**config.mk**
```make
export PLATFORM = sky130hd
export DESIGN_NAME = com_port
export DESIGN_NICKNAME = d
export VERILOG_FILES = /design/src/rtl/com_pkg.sv /design/src/rtl/com_unload_pipe.sv /design/src/rtl/com_port.sv
export SDC_FILE = /design/constraint.sdc
export NUM_CORES = 1
export LEC_CHECK = 0
export BUFFER_PORTS_ARGS = -buffer_cell sky130_fd_sc_hd__buf_2
export CAP_MARGIN = 10
export CORE_MARGIN = 5
export CORE_UTILIZATION = 40
export CTS_BUF_LIST = sky130_fd_sc_hd__clkbuf_4 sky130_fd_sc_hd__clkbuf_8
export CTS_CLUSTER_SIZE = 25
export DETAILED_ROUTE_END_ITERATION = 6
export HOLD_SLACK_MARGIN = 0.12
export PLACE_DENSITY = 0.71
export SYNTH_ARGS = -nofsm -noshare
export SYNTH_HDL_FRONTEND = slang
export SYNTH_HIERARCHICAL = 1
export SYNTH_SLANG_ARGS = --single-unit
```
**constraint.sdc**
```tcl
create_clock -name clk -period 4.3 [get_ports clk]
set_input_delay 0.43 -clock clk [delete_from_list [all_inputs] [get_ports clk]]
set_output_delay 0.43 -clock clk [all_outputs]
set_load 0.02 [all_outputs]
```
**src/rtl/com_pkg.sv**
```systemverilog
`default_nettype none
// ============================================================================
// Module   : com_pkg
// Purpose  : Shared width defaults and state encodings for the com_port block.
// Revision : 1.0
// ============================================================================
package com_pkg;

    localparam int DEF_DATA_W = 16;
    localparam int DEF_ADDR_W = 12;

    localparam logic [1:0] ST_IDLE   = 2'b00;
    localparam logic [1:0] ST_LOAD   = 2'b01;
    localparam logic [1:0] ST_RUN    = 2'b10;
    localparam logic [1:0] ST_UNLOAD = 2'b11;

endpackage
`default_nettype wire

```
**src/rtl/com_unload_pipe.sv**
```systemverilog
`default_nettype none
// ============================================================================
// Module   : com_unload_pipe
// Purpose  : Result-region read sequencer: address counter, synchronous-read
//            alignment stage and registered output word with done marking.
// Revision : 1.0
// ============================================================================
module com_unload_pipe
    import com_pkg::*;
#(
    parameter int DATA_W = DEF_DATA_W,
    parameter int ADDR_W = DEF_ADDR_W
) (
    input  logic              clk,
    input  logic              rst_n,
    input  logic              start,
    input  logic [ADDR_W-1:0] base,
    input  logic [ADDR_W:0]   len,
    input  logic [DATA_W-1:0] rdata,
    output logic [ADDR_W-1:0] addr,
    output logic [DATA_W-1:0] data,
    output logic              valid,
    output logic              last
);

    localparam logic [ADDR_W-1:0] ADDR_ONE = {{(ADDR_W-1){1'b0}}, 1'b1};
    localparam logic [ADDR_W:0]   CNT_ONE  = {{ADDR_W{1'b0}}, 1'b1};

    logic [ADDR_W:0] remaining;
    logic            empty_pend;
    logic            issue;
    logic            rd_valid;
    logic            rd_last;
    logic            rd_empty;

    assign issue = (remaining != '0);

    // Issue stage: one address per cycle until the requested count is spent.
    // A zero-length request still produces one marker slot through the pipe.
    always_ff @(posedge clk or negedge rst_n) begin
        if (!rst_n) begin
            addr       <= '0;
            remaining  <= '0;
            empty_pend <= 1'b0;
        end else if (start) begin
            addr       <= base;
            remaining  <= len;
            empty_pend <= (len == '0);
        end else begin
            empty_pend <= 1'b0;
            if (issue) begin
                addr      <= addr + ADDR_ONE;
                remaining <= remaining - CNT_ONE;
            end
        end
    end

    // Read stage: tracks the slot whose memory data lands on rdata next cycle.
    always_ff @(posedge clk or negedge rst_n) begin
        if (!rst_n) begin
            rd_valid <= 1'b0;
            rd_last  <= 1'b0;
            rd_empty <= 1'b0;
        end else begin
            rd_valid <= issue | empty_pend;
            rd_last  <= empty_pend | (remaining == CNT_ONE);
            rd_empty <= empty_pend;
        end
    end

    always_ff @(posedge clk or negedge rst_n) begin
        if (!rst_n) begin
            valid <= 1'b0;
            last  <= 1'b0;
            data  <= '0;
        end else begin
            valid <= rd_valid;
            last  <= rd_valid & rd_last;
            data  <= (rd_valid && !rd_empty) ? rdata : '0;
        end
    end

endmodule
`default_nettype wire

```
**src/rtl/com_port.sv**
```systemverilog
`default_nettype none
// ============================================================================
// Module   : com_port
// Purpose  : Host load / run / unload sequencer in front of a shared memory.
// Revision : 1.0
// ============================================================================
module com_port
    import com_pkg::*;
#(
    parameter int DATA_W = DEF_DATA_W,
    parameter int ADDR_W = DEF_ADDR_W
) (
    input  logic              clk,
    input  logic              rst_n,
    input  logic [DATA_W-1:0] com_data_in,
    input  logic              data_write_start,
    input  logic              data_write_done,
    output logic              mem_we,
    output logic [ADDR_W-1:0] mem_addr,
    output logic [DATA_W-1:0] mem_wdata,
    input  logic [DATA_W-1:0] mem_rdata,
    output logic              proc_start,
    input  logic              proc_done,
    input  logic [ADDR_W-1:0] out_base,
    input  logic [ADDR_W:0]   out_len,
    output logic [1:0]        state,
    output logic [DATA_W-1:0] com_data_out,
    output logic              output_write_start,
    output logic              output_write_done,
    output logic              load_overflow
);

    localparam logic [ADDR_W-1:0] ADDR_ONE = {{(ADDR_W-1){1'b0}}, 1'b1};
    localparam logic [ADDR_W-1:0] PTR_MAX  = {ADDR_W{1'b1}};

    logic [1:0]        state_nxt;
    logic [ADDR_W-1:0] ptr;
    logic              full;
    logic              unload_go;
    logic [ADDR_W-1:0] unload_addr;

    always_ff @(posedge clk or negedge rst_n) begin
        if (!rst_n) begin
            state <= ST_IDLE;
        end else begin
            state <= state_nxt;
        end
    end

    // UNLOAD ends on the cycle that shows the final result word.
    always_comb begin
        state_nxt = state;
        case (state)
            ST_IDLE:   if (data_write_start)  state_nxt = ST_LOAD;
            ST_LOAD:   if (data_write_done)   state_nxt = ST_RUN;
            ST_RUN:    if (proc_done)         state_nxt = ST_UNLOAD;
            ST_UNLOAD: if (output_write_done) state_nxt = ST_IDLE;
            default:                          state_nxt = ST_IDLE;
        endcase
    end

    always_comb begin
        mem_we    = 1'b0;
        mem_wdata = '0;
        mem_addr  = ptr;
        unload_go = 1'b0;
        case (state)
            ST_LOAD: begin
                mem_we = !full;
                if (!full) begin
                    mem_wdata = com_data_in;
                end
            end
            ST_RUN:    unload_go = proc_done;
            ST_UNLOAD: mem_addr  = unload_addr;
            default:   ;
        endcase
    end

    // Load pointer saturates at the top address; overflow stays set until reset.
    always_ff @(posedge clk or negedge rst_n) begin
        if (!rst_n) begin
            ptr           <= '0;
            full          <= 1'b0;
            load_overflow <= 1'b0;
            proc_start    <= 1'b0;
        end else begin
            proc_start <= (state == ST_LOAD) && data_write_done;
            if ((state == ST_IDLE) && data_write_start) begin
                ptr  <= '0;
                full <= 1'b0;
            end else if (state == ST_LOAD) begin
                if (full) begin
                    load_overflow <= 1'b1;
                end else if (ptr == PTR_MAX) begin
                    full <= 1'b1;
                end else begin
                    ptr <= ptr + ADDR_ONE;
                end
            end
        end
    end

    com_unload_pipe #(
        .DATA_W (DATA_W),
        .ADDR_W (ADDR_W)
    ) u_unload (
        .clk   (clk),
        .rst_n (rst_n),
        .start (unload_go),
        .base  (out_base),
        .len   (out_len),
        .rdata (mem_rdata),
        .addr  (unload_addr),
        .data  (com_data_out),
        .valid (output_write_start),
        .last  (output_write_done)
    );

endmodule
`default_nettype wire

```
==> impl_metrics.py, run 1 <==
metrics = {
    "critical_path": {
        "start_kind": "register",
        "cp_data_required_time_ns": 4.57,
        "setup.worst_path.class": "register to register",
        "crit_path_capture_type": "register",
        "worstRegToRegCells": 6,
        "critPathMaxFanout": 20,
        "critPathArrivalTime_ns": 3.06,
        "r2r-start": "state[1]",
        "critical_path.startpoint": "state[1]",
    },
    "finish": {
        "multi_input_logic_area_um2": 1673,
        "num_antenna_cells": 0,
        "fin_util_pct": 51.52,
        "final_nets": 511,
        "drive_above_1_share_pct": 35.51,
        "seqCellArea_um2": 1602,
        "fill_cells": 802,
        "area.growth.synth_to_final_pct": 25.23,
    },
    "sta": {
        "report.final.setup_viol": 0,
        "grt_setup_unrepaired": "no",
        "max_clock_skew_ns": 0.005430,
        "slew_headroom_pct": 19.31,
        "timing.setup.tns_ns": 0,
        "final_min_period_over_clock_period_pct": 64.78,
        "finalCriticalPeriod_ns": 2.786,
        "timing.final.ws_setup_ns": 1.514,
        "hold_viol": 0,
        "tightest_slew_ns": 1.197,
        "maxClockFrequency_mhz": 359.0,
        "max_slew_violation_total_from_the_final_report": 0,
    },
    "synth": {
        "post_synth_instance_area_um2": 3397,
        "synth_most_common_cell": "dfrtp_1",
        "postSynthRegisterBits": 64,
        "yosys_warnings": 6,
        "yosys_most_used_dff": "dfrtp_1",
        "post_synth_inst_count": 329,
        "post_synth.cell_area_avg_um2": 10.33,
        "commonest_cells_in_the_synthesized_netlist": "64 x dfrtp_1, 35 x and2_1, 25 x nand2_1",
        "synthArstFlopShare_pct": 100.0,
        "synthDominantCellAreaShare_pct": 47.15,
        "synth_seq_area_share_pct": 47.15,
        "synth_area_leaders": "dfrtp_1 47%, and2_1 6.4%, mux2_2 4.6%",
        "synth-edff-count": 0,
        "synth_largest_area_cell": "dfrtp_1",
        "count_of_cell_types_in_the_netlist": 55,
        "syn_nets": 400,
    },
    "floorplanning": {
        "placeable_core_area_um2": 8258,
        "std_cell_rows": 33,
        "initial_core_util_pct": 41.14,
        "design.die.area_um2": 10440,
        "floorplan.die.width_um": 102.2,
        "die_h_um": 102.2,
        "design.portCount": 113,
    },
    "route": {
        "drt_iter0_drc": 82,
        "postRouteWirelength_um": 8198,
        "route.antenna.remaining_nets": 0,
        "route.detailed.wl_per_inst_um": 14.91,
        "avgViaCountPerCell": 5.313,
        "drcViolationCount": 0,
        "num_vias": 2922,
        "detail_route.first_pass.iterations": 4,
    },
    "place": {
        "detailedPlacementHpwl_um": 6068,
        "placement.setup.worst_slack_ns": 1.513,
        "placer_congestion_estimate": 0.7538,
        "placement.io_buffers": 112,
    },
    "power_and_ir_drop": {
        "power.leakage_nw": 2.001,
        "max_vdd_drop_uv": 261.5,
        "power_density_nw_per_um2": 609.0,
    },
    "clocking": {
        "cts.reportedPaths.clkPinSlew_ns": 0.07,
        "post_cts.resized_instances": 0,
        "cts.sink_count": 64,
        "cts_tree": "yes",
        "clk_latency_ns": 0.34,
        "cts_root_buffer": "clkbuf_8",
        "clockBufferDepth": 2,
        "cts_max_level": 3,
        "cts-buffers-inserted": 9,
    },
    "grt": {
        "largest_net_degree_at_the_start_of_global_routing": 42,
        "via_count_of_the_first_global_routing_pass": 2919,
        "grt.total_usage_pct": 16.07,
        "grt-ovfl-total": 0,
        "antenna_violations_before_repair": 0,
        "global_route_wire_length_before_repair_um": 13230,
    },
    "status": {
        "status": "complete, no violations",
    },
    "min_path": {
        "worstHoldPathCells": 2,
        "hp-start": "out_len[11]",
        "worst_hold_path_type": "input port to register",
    },
    "flow_run": {
        "maxCapViolCount": 0,
    },
}
## power breakdown
| group | internal [W] | switching (W) |
|---|---|---|
| clock | 0.000337 | 0.000225 |
| sequential | 0.000767 | 0.000213 |
| combinational | 0.000461 | 0.000588 |
## cell usage in the layout (no fill, tap or decap), drive strengths merged, types with 2 or more instances in the layout
cell type  synthesis  final
nor3               6      6
nor2              15     15
and4               3      3
a31oi              5      5
o21ai             13     13
or4b               2      2
clkbuf             8     14
nand3             13     13
nand2             25     25
nand4              9      9
mux2              14     14
or4               12     12
inv               10     10
xor2               5      5
o31ai              7      7
dfrtp             64     64
mux2i              3      3
a21oi             10     10
and2              36     36
xnor2              7      7
clkinv             1      2
ha                 9      9
a22o               6      6
buf                7    114
a221o              2      2
a31o               2      2
nor4               5      5
or3                7      7
o211ai             5      5
nor2b              4      4
## what timing repair did
item / in CTS / in global routing
hold endpoints to repair: 23 / 0
hold buffers: 1 / 0
endpoints found under the setup margin: 0 / 0
setup buffers: 0 / 0
## path summary, 6_finish.rpt
path | endpoint | slack (ns)
max | ptr[4] | 1.51
min | u_unload/empty_pend | 0.28
max reg2reg | ptr[4] | 1.51
min reg2reg | u_unload/valid | 0.39
max in group asynchronous | proc_start | 2.77
min in group asynchronous | u_unload/addr[3] | 0.61
## flip-flops by register name, indices dropped and copies added, names as in the netlist
| name | cells |
|---|---|
| u_unload/data | 16 |
| u_unload/remaining | 13 |
| ptr | 12 |
| u_unload/addr | 12 |
| state | 2 |
| full | 1 |
| load_overflow | 1 |
| proc_start | 1 |
| u_unload/empty_pend | 1 |
| u_unload/last | 1 |
| u_unload/rd_empty | 1 |
| u_unload/rd_last | 1 |
| u_unload/rd_valid | 1 |
| u_unload/valid | 1 |
## cells by family (layout without fill, tap and decap cells)
kind of cell / Yosys count / count (layout) / share of synthesized area [%]
adders and majority gates: 9 / 9 / 3.315
AOI/OAI and AO/OA: 60 / 60 / 12.41
DFF: 64 / 64 / 47.15
and+or+nand+nor: 141 / 141 / 24.90
muxes: 17 / 17 / 5.525
buffers and inverters: 26 / 142 / 3.610
xor gates and xnor gates: 12 / 12 / 3.094
## area by class of cell
type	instances	area share [%]
sequential	64	37.65
multi-input combinational	239	39.32
timing repair buffer	115	13.76
tap	105	3.088
clock inverter	2	0.8235
inverter	11	0.9706
clock buffer	14	4.382
## critical path, stage by stage, from the launching register on
cell and delay (ns):
dfrtp_1 0.42, inv_1 0.09, ha_1 0.24, nor2b_1 0.77
o41ai_2 0.46, or4_2 0.64, nand2_1 0.09
## stage by stage
stage / instances / cell area [um2] / power (W) / hold slack, ns
after floorplan: 329 / 3397 / 0.001727 / 0.1344
after global placement: 533 / 4023 / 0.002006 / 0.3811
after detailed placement: 533 / 4023 / 0.002043 / 0.3811
after CTS: 550 / 4254 / 0.002621 / 0.2652
after global routing: 550 / 4254 / 0.002789 / 0.2734
final: 550 / 4254 / 0.002591 / 0.2818
## layer usage
metal / vias up / wire length, um / GRT usage [%]
met5: - / 0 / 0
met3: 12 / 683 / 3.959
met2: 101 / 3920 / 26.29
met1: 1385 / 3479 / 20.60
met4: 0 / 115 / 6.155
li1: 1424 / - / -
No activity file was read; power rests on OpenSTA's default activity.
==> run 2, diff against run 1 <==
clock period = 2.75 ns   (was 4.3 ns; I/O delays follow)
==> run 2 against run 1 <==
  * Non-clock buffer count is 3 higher
  * Total power grew 59%
  * Setup slack worse by 1.1 ns
  * Largest cell class unchanged
==> impl_metrics.py, run 2 (same netlist as run 1, synthesis figures left out) <==
metrics = {
    "grt": {
        "largest_net_degree_at_the_start_of_global_routing": 33,
        "grt.total_usage_pct": 15.97,
        "grt-ovfl-total": 0,
        "global_route_wire_length_before_repair_um": 13170,
        "antenna_violations_before_repair": 0,
        "via_count_of_the_first_global_routing_pass": 2818,
    },
    "finish": {
        "most_frequent_cells_in_the_layout": "112 x buf_2, 64 x dfrtp_1, 35 x and2_1, 25 x nand2_1, 15 x nor2_1",
        "area.growth.synth_to_final_pct": 26.00,
        "final-instance-count-excl-fill": 553,
        "fill_cells": 765,
        "mostFrequentLayoutCell": "buf_2",
        "number_of_flip_flops_in_the_largest_register": 16,
        "drive_above_1_share_pct": 35.94,
        "register_ranked_first_by_flip_flop_count": "u_unload/data",
        "final_nets": 514,
        "reg.largest.list": "u_unload/data: 16 flops, u_unload/remaining: 13 flops",
        "num_antenna_cells": 0,
        "finish.instance_area_um2": 4280,
    },
    "critical_path": {
        "critPathArrivalTime_ns": 2.55,
        "start_kind": "register",
        "critPathMaxFanout": 25,
        "setup.worst_path.class": "register to register",
        "crit_path_capture_type": "register",
        "cp_data_required_time_ns": 2.98,
    },
    "place": {
        "detailedPlacementHpwl_um": 6227,
        "placed_area_um2": 4045,
        "number_of_cells_in_the_design_after_placement": 536,
        "placement.setup.worst_slack_ns": 0.4496,
        "placement.io_buffers": 112,
        "placer_congestion_estimate": 0.8519,
    },
    "route": {
        "route.antenna.remaining_nets": 0,
        "avgViaCountPerCell": 5.333,
        "drt_iter0_drc": 93,
        "detail_route.first_pass.iterations": 5,
        "postRouteWirelength_um": 8138,
        "num_vias": 2949,
        "route.detailed.wl_per_inst_um": 14.72,
        "drcViolationCount": 0,
    },
    "power_and_ir_drop": {
        "power.leakage_nw": 2.008,
        "power_density_nw_per_um2": 959.7,
        "max_vdd_drop_uv": 420.3,
    },
    "clocking": {
        "cts_setup_buffers": 0,
        "clockBufferDepth": 2,
        "cts_max_level": 3,
        "cts_tree": "yes",
        "cts.sink_count": 64,
        "clk_latency_ns": 0.34,
        "cts-buffers-inserted": 9,
        "post_cts_hold_buffer_count": 1,
        "cts.reportedPaths.clkPinSlew_ns": 0.07,
        "cts_root_buffer": "clkbuf_8",
        "post_cts.resized_instances": 0,
    },
    "floorplanning": {
        "floorplan.die.width_um": 102.2,
        "design.die.area_um2": 10440,
        "placeable_core_area_um2": 8258,
        "die_h_um": 102.2,
        "std_cell_rows": 33,
        "design.portCount": 113,
        "initial_core_util_pct": 41.14,
    },
    "sta": {
        "fin_worst_hold_slack_ns": 0.1431,
        "maxClockFrequency_mhz": 431.0,
        "timing.setup.tns_ns": 0,
        "slew_headroom_pct": 45.70,
        "max_clock_skew_ns": 0.01056,
        "finalCriticalPeriod_ns": 2.320,
        "max_slew_violation_total_from_the_final_report": 0,
        "tightest_slew_ns": 0.8145,
        "hold_viol": 0,
        "final_min_period_over_clock_period_pct": 84.37,
        "report.final.setup_viol": 0,
        "timing.final.ws_setup_ns": 0.4299,
        "grt_setup_unrepaired": "no",
    },
    "status": {
        "status": "complete, no violations",
    },
    "min_path": {
        "worst_hold_path_type": "input port to register",
    },
    "flow_run": {
        "maxCapViolCount": 0,
    },
}
-- run 2: cell count changes in the layout (fill, tap and decap cells not counted) --
cell        previous run  this run
bufinv_16              1         2
buf_4                  2         5
clkbuf_8              13        10
clkinvlp_4             0         2
-- run 2: report_power, final --
| group | switching [W] | total [W] | internal, W |
|---|---|---|---|
| clock network | 0.000363 | 0.000907 | 0.000544 |
| registers | 0.000335 | 0.00153 | 0.00120 |
| logic | 0.000929 | 0.00167 | 0.000739 |
| total | 0.00163 | 0.00411 | 0.00248 |
-- run 2: through the flow --
stage | total power [W] | utilization, %
after floorplan | 0.002700 | -
after global placement | 0.003158 | 48.98
final | 0.004108 | 51.83
after detailed placement | 0.003221 | 48.98
after CTS | 0.004138 | 51.83
after global routing | 0.004403 | 51.83
-- run 2: worst max-delay path: stages, from the launching register on --
cell	delay, ns
dfrtp_1	0.40
inv_1	0.13
ha_1	0.15
nor2b_1	0.23
and4_1	0.77
nor2_1	0.26
a22o_1	0.26
-- run 2: final cells by class --
class | count | area (um2) | area share (%)
repair buffers | 118 | 608.1 | 14.21
well taps | 105 | 131.4 | 3.069
multi-input cells | 239 | 1673 | 39.08
clock buffers | 11 | 145.1 | 3.391
inverters | 11 | 41.29 | 0.9646
clock inverters | 5 | 80.08 | 1.871
flip-flops and latches | 64 | 1602 | 37.42
-- run 2: final timing paths --
| path | startpoint | endpoint | slack (ns) | cells past startpoint |
|---|---|---|---|---|
| min reg2reg | u_unload/rd_valid | u_unload/valid | 0.40 | 0 |
| max | u_unload/remaining[0] | u_unload/remaining[10] | 0.43 | 6 |
| min in group asynchronous | rst_n | u_unload/addr[6] | 0.37 | 2 |
| max reg2reg | u_unload/remaining[0] | u_unload/remaining[10] | 0.43 | 6 |
| max in group asynchronous | rst_n | u_unload/data[13] | 1.66 | 3 |
| min | mem_rdata[5] | u_unload/data[5] | 0.14 | 2 |
-- run 2: metal layers --
layer  global-route usage, %  vias up  wire length [um]
met5                       0        -                 0
met4                   6.458        0               102
met3                   2.935       10               692
met2                   25.94      117              3825
met1                   21.12     1398              3517
li1                        -     1424                 -
